### src/rtl/game_datapath.sv
// rtl/game_datapath.sv - memory-game datapath: LFSR pattern source, reveal timer, compare, BCD score, mistakes
//
// Purpose: generates a pseudo-random 8-bit target pattern, times its reveal
// window, compares the player's switches against it, and keeps a saturating
// two-digit BCD score and a saturating 2-bit mistake count for the controller.
//
// Ports:
//   i_clk            system clock, all state on rising edge
//   i_reset          synchronous active-high reset
//   i_new_game       clear score and mistakes
//   i_sequence_ld    capture current LFSR value as target, (re)start reveal
//   i_score_ld       score + 1 (BCD, saturates at 99)
//   i_mistakes_ld    mistakes + 1 (saturates at 3)
//   i_switches[7:0]  player's attempted pattern
//   o_sequence[7:0]  registered target pattern
//   o_show_seq       high while the target is being revealed
//   o_sequence_check registered (switches == sequence)
//   o_mistakes[1:0]  saturating mistake count
//   o_score[7:0]     BCD score {tens, ones}

module game_datapath #(
    parameter logic [7:0]  SEED          = 8'hA5,
    parameter logic [31:0] REVEAL_CYCLES = 32'd50_000_000
) (
    input  logic       i_clk,
    input  logic       i_reset,
    input  logic       i_new_game,
    input  logic       i_sequence_ld,
    input  logic       i_score_ld,
    input  logic       i_mistakes_ld,
    input  logic [7:0] i_switches,
    output logic [7:0] o_sequence,
    output logic       o_show_seq,
    output logic       o_sequence_check,
    output logic [1:0] o_mistakes,
    output logic [7:0] o_score
);

    logic [7:0]  r_lfsr;
    logic [7:0]  r_sequence;
    logic [31:0] r_reveal_cnt;
    logic        r_show_seq;
    logic        r_sequence_check;
    logic [3:0]  r_score_tens;
    logic [3:0]  r_score_ones;
    logic [1:0]  r_mistakes;

    // Taps for x^8+x^6+x^5+x^4+1 on a left-shifting register: bits 7,5,4,3.
    logic w_lfsr_fb;
    assign w_lfsr_fb = r_lfsr[7] ^ r_lfsr[5] ^ r_lfsr[4] ^ r_lfsr[3];

    logic w_score_max;
    assign w_score_max = (r_score_tens == 4'd9) && (r_score_ones == 4'd9);

    // LFSR, target pattern and reveal window
    always_ff @(posedge i_clk) begin
        if (i_reset) begin
            r_lfsr           <= SEED;
            r_sequence       <= 8'h00;
            r_reveal_cnt     <= 32'd0;
            r_show_seq       <= 1'b0;
            r_sequence_check <= 1'b0;
        end else begin
            r_lfsr <= {r_lfsr[6:0], w_lfsr_fb};
            // Compare against the pre-edge target even when a new one loads now.
            r_sequence_check <= (i_switches == r_sequence);
            if (i_sequence_ld) begin
                r_sequence   <= r_lfsr;
                r_reveal_cnt <= REVEAL_CYCLES - 32'd1;
                r_show_seq   <= 1'b1;
            end else if (r_reveal_cnt != 32'd0) begin
                // Counter reaching zero still leaves one last visible cycle.
                r_reveal_cnt <= r_reveal_cnt - 32'd1;
            end else begin
                r_show_seq <= 1'b0;
            end
        end
    end

    // Score and mistakes
    always_ff @(posedge i_clk) begin
        if (i_reset || i_new_game) begin
            r_score_tens <= 4'd0;
            r_score_ones <= 4'd0;
            r_mistakes   <= 2'd0;
        end else begin
            if (i_score_ld && !w_score_max) begin
                if (r_score_ones == 4'd9) begin
                    r_score_ones <= 4'd0;
                    r_score_tens <= r_score_tens + 4'd1;
                end else begin
                    r_score_ones <= r_score_ones + 4'd1;
                end
            end
            if (i_mistakes_ld && (r_mistakes != 2'd3)) begin
                r_mistakes <= r_mistakes + 2'd1;
            end
        end
    end

    assign o_sequence       = r_sequence;
    assign o_show_seq       = r_show_seq;
    assign o_sequence_check = r_sequence_check;
    assign o_mistakes       = r_mistakes;
    assign o_score          = {r_score_tens, r_score_ones};

endmodule

### config.mk
export PLATFORM = sky130hd
export DESIGN_NAME = game_datapath
export DESIGN_NICKNAME = d
export VERILOG_FILES = /design/src/rtl/game_datapath.sv
export SDC_FILE = /design/constraint.sdc
export NUM_CORES = 1
export LEC_CHECK = 0
export CAP_MARGIN = 10
export CORE_ASPECT_RATIO = 0.8
export CORE_MARGIN = 2
export CORE_UTILIZATION = 45
export CTS_CLUSTER_SIZE = 10
export DETAILED_ROUTE_END_ITERATION = 16
export HOLD_SLACK_MARGIN = 0.05
export PLACE_DENSITY_LB_ADDON = 0.2
export SYNTH_ARGS = -nofsm -noshare
export SYNTH_HDL_FRONTEND = slang
export SYNTH_SLANG_ARGS = --single-unit
export TNS_END_PERCENT = 5
### constraint.sdc
create_clock -name i_clk -period 3.27 [get_ports i_clk]
set_input_delay 0.981 -clock i_clk [delete_from_list [all_inputs] [get_ports i_clk]]
set_output_delay 0.981 -clock i_clk [all_outputs]
set_load 0.01 [all_outputs]
Word-level counts from Yosys, hierarchy flattened

Index checks and enable logic that the tools add are counted.
Widths: inputs -> output; s select.

Output and inout bits: 20
Logic and storage cells: 35
Input bits: 14
Register bits after elaboration: 60

Equal/unequal tests: 5
Mux-type cells: 5
Add/sub/neg operators: 4
Reductions and logical operators: 9
Bitwise logic cells: 3

Operator list:

| cell                  | number |
|---|---|
| $mux 26               | 2 |
| $reduce_bool 32->1    | 1 |
| $sub 32x1->32 const B | 1 |
| $add 4x1->4 const B   | 2 |
| $eq 4x4->1 const B    | 2 |
| $eq 8x8->1            | 1 |
| $mux 4                | 1 |
| $ne 2x2->1 const B    | 2 |
| $logic_and 1x1->1     | 3 |
| $xor 1x1->1           | 3 |
| $add 2x1->2 const B   | 1 |
| $mux 1                | 2 |
| $reduce_and 2->1      | 1 |
| $reduce_bool 2->1     | 1 |
| $reduce_or 2->1       | 1 |
| $logic_not 1->1       | 1 |
| $logic_or 1x1->1      | 1 |

Longest topological paths before layout

Gate-level depths: netlist of the first run.

Word-level depth: 5
Depth in mapped cells: 7
Mapped depth without buffers: 6

Worst setup path after synthesis of the first run

No wires, ideal clock.

Kind: flip-flop to flip-flop
From: reg r_reveal_cnt[8]
To: reg r_reveal_cnt[1]
Path slack: 0.583 ns
Stages on the path, launching flop included: 8
Library setup time: 0.067 ns
Period minus slack after synthesis: 2.687 ns
Path buffers: 2
Data arrival time: 2.620 ns
Data required time: 3.203 ns
Cells stage by stage: dfxtp_1 > or4_1 > buf_6 > or4_4 > or4_4 > buf_6 > mux2_4 > a21oi_2

Cells in the longest elaborated chain, start to end: 2

Ends and longest elaborated chain:

| what                               | RTL line | source |
|---|---|---|
| from (decl)                        | 41       | `logic [31:0] r_reveal_cnt;` |
| from (signal assigned)             | 69       | `r_reveal_cnt <= REVEAL_CYCLES - 32'd1;` |
| from (signal assigned)             | 73       | `r_reveal_cnt <= r_reveal_cnt - 32'd1;` |
| $reduce_bool 32->1                 | 71       | `end else if (r_reveal_cnt != 32'd0) begin` |
| $reduce_bool 2->1 (no source line) | n/a      |  |

Every way passes these cells.
A chain may end at the register's enable or synchronous reset.

Worst setup path after layout of the first run

From: reg r_reveal_cnt[8]
To: reg r_reveal_cnt[29]

Cells in the longest elaborated chain, start to end: 1
Elaborated cells on any way between the ends: 2
Those cells by class: 1 x add/sub; 1 x reduce/logical

Ends and longest elaborated chain:

| what                                                | RTL line |
|---|---|
| $sub 32x1->32 or $reduce_bool 32->1 (tied branches) | 73, 71 |

Parallel ways exist; a longest one is shown, timed or not.

==> impl_results.md, run 1 <==
* Run status: completed
* MaxCap Viol Count at 0
* TritonCTS Buffers at 9
* Fin area at 3450 um2
* Layout area overhead at 22.0%
* Worst path top cell family by delay: simple AND/OR/NAND/NOR gates
* Synth top area share at 42.5%
* CP cell instances: or4_1 -> nor4_4 -> o2111ai_1 -> or4b_2 -> a21oi_1
* Syn nets at 333
* Tot GR Track Use at 19.3%
* I/O pin cnt at 34
* Critical path class: flop to flop
* Clock skew at 0.00811 ns
* Max clock buf depth at 2
* CP Max Fanout at 8
* Core box area at 6010 um2
* Top post-synthesis cells by count: dfxtp_1 (60), nor2_1 (30), a21oi_1 (20), xnor2_1 (14), nand2_1 (13)
* Net Sw Frac at 27.0%
* Synth Warn # at 0
* WP depth at 5
* Top_reg_cell synth: dfxtp_1
* Via density at between 5 and 6
* Die footprint at 6940 um2
* Mux share of post-synthesis cell area at 4.07%
* Clock power share at between 30% and 40%
* Nature of the critical path endpoint: flop
* Post-Synth XOR/XNOR Area at 7.12%
* Worst endpoint required time at 3.54 ns
* Cell-internal power at 0.00123 W
* Routability cong. at between 0.8 and 0.9
* Post-synth EDFFs at 0
* Gate power share at about an eighth
* Final-report max-slew violation count at 0
* Row cnt at 25
* Diodes inserted at 0
* Crit path buffers/inverters at 0
* First-pass GRT wire length at 10.4 mm
* Residual DRC count at 0
* Hold Path Class: flop to flop
* Initial antenna violation count at 0
* Hold-fix buffers at CTS at 0
* CTS Root Cell: clkbuf_8
* Synth Cell Area at 2830 um2
* Hold path depth at 1
* Setup_tns at 0 ns
* Critical path data arrival time at 3.05 ns
* Async set-or-reset flop fraction in the synthesized netlist at 0%
* Vias in the first global route at 2213
* Initial drt markers at 113
* Avg Cell Area, Syn at about 9 um2
* Worst-case reg-to-reg path depth at 5
* H-Tree Depth at 3
* Fmax at 359 MHz
* Gr ovfl total at 0
* Nets at 369
* Final setup viols at 0
* Startpoint Class: flop
* Reg power frac at 47.5%
* RSZ-0062 raised after global routing: false
* Post-synthesis instance total at about 310
* Crit path time final at 2.79 ns
* Starting Density at 47.1%
* Adder-Cell Fraction of Synth Area at 2.21%
* Sequential area share after synthesis at 42.5%
* Final Hold Fails at 0
* TritonCTS Sinks at 60
* Crit share post-route at 85.3%
* Clk slew on worst S/H paths at 0.07 ns
* Simple-gate area share of the yosys netlist at 24.9%
* Slew Limit Headroom at 49.2%
* P per Cell Area at 489 nW/um2
* Die height at 74.9 um
* Synth area leader: dfxtp_1
* Post-CTS sizing at 0
* Largest net degree at the start of global routing at 29
* Detailed Route WL at 6.12 mm
* Drt pass-1 iters at 4
* Via Count at 2393
* Port Buffers at 33
* Setup bufs post-CTS at 0
* Post-DRT Antenna Nets at 0
* Worst vdd ir at 0.000450 V
* Skew-Pair Late Insertion Delay at 0.34 ns
* Max stage delay cell, worst path: or4b_2
* Complex-gate fraction of the synthesized area at 15.4%
* Die W at 92.6 um
* Share of cells above drive strength 1 at 12.7%
* Max incr delay on CP at 0.72 ns
* Wirelength per Cell at 14.0 um
* Detailed placer's ending HPWL at roughly 4.2 mm
* Net switching power at 0.000456 W
* Yosys reg bits at 60
* Final core occ at ~57%
* Static leakage at 1.22 nW
* Main combinational cell family by area after synthesis: simple AND/OR/NAND/NOR gates
* Worst slew pin tran at roughly 0.76 ns
* Netlist cell types at 45
* Placement-stage cell area at 3250 um2
* Synth area leaders: dfxtp_1 (42%), xnor2_1 (4.3%), nor2_1 (4.0%)
* CTS tree: built
* Cell with the most instances after synthesis: dfxtp_1
-- sequential cells by signal, indices dropped and copies added (netlist names) --
| name | cells |
|---|---|
| r_reveal_cnt | 32 |
| r_score_tens | 4 |
| r_lfsr | 8 |
| r_score_ones | 4 |
| o_sequence | 8 |
| o_show_seq | 1 |
| o_mistakes | 2 |
| o_sequence_check | 1 |
-- power groups by stage --
| stage | Combinational (W) | Sequential [W] | Clock, W |
|---|---|---|---|
| floorplan | 0.000143 | 0.000814 | 0 |
| global placement | 0.000215 | 0.000816 | 0 |
| detailed placement | 0.000217 | 0.000817 | 0 |
| CTS | 0.000219 | 0.000801 | 0.000686 |
| global route | 0.000242 | 0.000807 | 0.000727 |
| finish | 0.000219 | 0.000801 | 0.000666 |
-- cells by family after synthesis --
family / after synthesis
compound gates: 68
xor+xnor: 23
fa+ha+maj: 5
buf+inv: 24
flops: 60
mux: 11
simple gates: 123
-- layout make-up --
cell class / count / area [um2]
repair buffers: 40 / 395
flip-flops and latches: 60 / 1200
clock inverters: 7 / 76.3
inverters: 9 / 33.8
well taps: 81 / 101
fillers: 542 / 2550
clock buffers: 9 / 124
multi-input cells: 230 / 1520
-- layout by cell type (no fill, tap or decap), types with 2 or more instances in the layout --
cell type | synthesis | layout
buf_4 | 0 | 6
clkinvlp_4 | 0 | 2
dfxtp_1 | 60 | 60
a311oi_1 | 4 | 4
o41ai_1 | 3 | 3
or3_2 | 2 | 2
or4_4 | 2 | 2
o21ai_0 | 12 | 12
mux2i_1 | 10 | 10
or4_2 | 2 | 2
clkbuf_8 | 0 | 9
clkdlybuf4s50_1 | 0 | 33
a211oi_1 | 3 | 3
ha_1 | 5 | 5
nor4_1 | 4 | 4
nor3_1 | 10 | 10
a31oi_1 | 9 | 9
xor2_1 | 9 | 9
nand4_1 | 4 | 4
clkinv_4 | 0 | 2
or4_1 | 11 | 11
or2_2 | 10 | 10
o31ai_1 | 11 | 11
or3_1 | 9 | 9
nand3_1 | 9 | 9
nor2_1 | 30 | 30
inv_1 | 9 | 9
nor2b_1 | 8 | 8
a21oi_1 | 20 | 20
xnor2_1 | 14 | 14
nor4b_1 | 3 | 3
nand2_1 | 13 | 13
-- through the flow --
stage	hold WS, ns	setup WS (ns)	power (W)	instances
final	0.446	0.482	0.00169	436
after global routing	0.481	0.280	0.00178	436
after CTS	0.445	0.490	0.00171	436
after detailed placement	0.425	0.503	0.00103	420
after global placement	0.429	0.546	0.00103	420
after floorplan	0.417	0.583	0.000957	314
-- final timing paths --
check,start,to,slack (ns)
worst max register to register,r_reveal_cnt[8],r_reveal_cnt[29],0.48
worst min-delay path,r_lfsr[1],r_lfsr[2],0.45
worst max-delay path,r_reveal_cnt[8],r_reveal_cnt[29],0.48
worst min register to register,r_lfsr[1],r_lfsr[2],0.45
-- layer usage --
layer  global-route usage [%]  wire length [um]  vias up  share of wire [%]
li1                         -                 -     1225                  -
met1                     26.4              3120     1111                 51
met2                     28.8              2650       53                 43
met3                     6.61               292        4                4.8
met4                     6.37                48        0               0.78
met5                        0                 0        -                  0
No activity file was read; power rests on OpenSTA's default activity.
==> inputs of run 2 (changes only) <==
CORE_ASPECT_RATIO = 1.75   (was 0.8)
CTS_CLUSTER_DIAMETER = 120   (was unset)
==> impl_results.md, run 2 (same netlist as run 1, synthesis figures left out) <==
* Worst vdd ir at 0.000404 V
* Clk slew on worst S/H paths at ~0.060 ns
* Most frequent cells in the layout: dfxtp_1 (60), clkdlybuf4s50_1 (33), nor2_1 (30), a21oi_1 (20), xnor2_1 (14)
* Die W at 63.9 um
* Post-DRT Antenna Nets at 0
* Final-report max-slew violation count at 0
* Row cnt at 38
* Final WS setup at 0.463 ns
* Detailed Route WL at 6.42 mm
* Slew Limit Headroom at 49.4%
* Nature of the critical path endpoint: flop
* Worst endpoint required time at 3.54 ns
* Setup bufs post-CTS at 0
* Critical path data arrival time at 3.08 ns
* Crit path time final at around 2.8 ns
* Drt pass-1 iters at 4
* TritonCTS Buffers at 9
* Setup_tns at 0 ns
* Diodes inserted at 0
* First-pass GRT wire length at about 11 mm
* Hold Path Class: flop to flop
* Post-Place Cells at 420
* Run status: completed
* CTS tree: built
* Max clock buf depth at 2
* RSZ-0062 raised after global routing: false
* Starting Density at between 40 and 50%
* Commonest non-fill, non-tap cell in the layout: dfxtp_1
* Routability cong. at 0.755
* Static leakage at ~1.2 nW
* Crit share post-route at a little under nine tenths
* Clock skew at approximately 0.0045 ns
* Skew-Pair Late Insertion Delay at 0.35 ns
* Biggest register: r_reveal_cnt
* Fin cells at approximately 440
* Worst slack at placement at about 0.51 ns
* Initial drt markers at 56
* Final Hold Fails at 0
* Via density at approximately 5.6
* Port Buffers at 33
* Layout area overhead at 22.4%
* Die height at between 100 and 150 um
* Vias in the first global route at 2400
* CTS Root Cell: clkbuf_8
* Via Count at 2442
* Gr ovfl total at 0
* Initial antenna violation count at 0
* MaxCap Viol Count at 0
* Detailed placer's ending HPWL at 4.58 mm
* Critical path class: flop to flop
* Wirelength per Cell at 14.7 um
* TritonCTS Sinks at 60
* Nets at 370
* P per Cell Area at about 500 nW/um2
* Largest net degree at the start of global routing at 37
* Fmax at 356 MHz
* Share of cells above drive strength 1 at 12.6%
* Max reg flops at 32
* Residual DRC count at 0
* Post-CTS sizing at 0
* CP Max Fanout at 8
* Core box area at 6130 um2
* Final setup viols at 0
* Startpoint Class: flop
* Die footprint at 6960 um2
* Tot GR Track Use at 20.3%
* Hold-fix buffers at CTS at 0
* I/O pin cnt at 34
* H-Tree Depth at 3
* Tot Pwr at 0.00175 W
* Worst slew pin tran at 0.754 ns
==> run 2: power by group <==
group	total, W	internal [W]	leakage, nW	switching (W)
logic	0.000218	0.000106	0.629	0.000112
registers	0.000802	0.000770	0.494	0.0000324
clock network	0.000728	0.000446	0.113	0.000283
total	0.00175	0.00132	1.24	0.000427
==> run 2: area by class of cell <==
class	count	area, um2
Fill cell	543	2670
Multi-Input combinational cell	230	1520
Sequential cell	60	1200
Timing Repair Buffer	41	390
Clock buffer	11	141
Tap cell	80	100
Clock inverter	5	75.1
Inverter	9	33.8
==> run 2: per-layer routing <==
metal | wire length [um] | vias to the layer above | share of wire, % | GRT usage [%]
met2 | 3410 | 40 | 53 | 36.7
met1 | 2620 | 1164 | 41 | 20.5
li1 | - | 1224 | - | -
met3 | 201 | 14 | 3.1 | 5.88
met4 | 186 | 0 | 2.9 | 11.5
met5 | 0 | - | 0 | 0
==> run 2: path summary, 6_finish.rpt <==
kind | slack (ns) | cells past startpoint | to | from
hold / removal | 0.45 | 1 | r_lfsr[7] | r_lfsr[6]
setup / recovery | 0.46 | 5 | r_reveal_cnt[29] | r_reveal_cnt[8]
hold reg to reg | 0.45 | 1 | r_lfsr[7] | r_lfsr[6]
setup reg to reg | 0.46 | 5 | r_reveal_cnt[29] | r_reveal_cnt[8]
==> run 2: worst max-delay path: stages, from the launching register on <==
cell and delay, ns:
dfxtp_1 0.35, or4_1 0.69, nor4_4 0.44, o2111ai_1 0.37, or4b_2 0.72, a21oi_1 0.17
==> run 2: per-stage QoR <==
step / instance area [um2] / utilization (%) / hold WS (ns)
finish: 3460 / 56.4 / 0.446
global placement: 3240 / 52.9 / 0.422
global route: 3460 / 56.4 / 0.455
CTS: 3460 / 56.4 / 0.448
detailed placement: 3240 / 52.9 / 0.433
floorplan: 2830 / - / 0.417
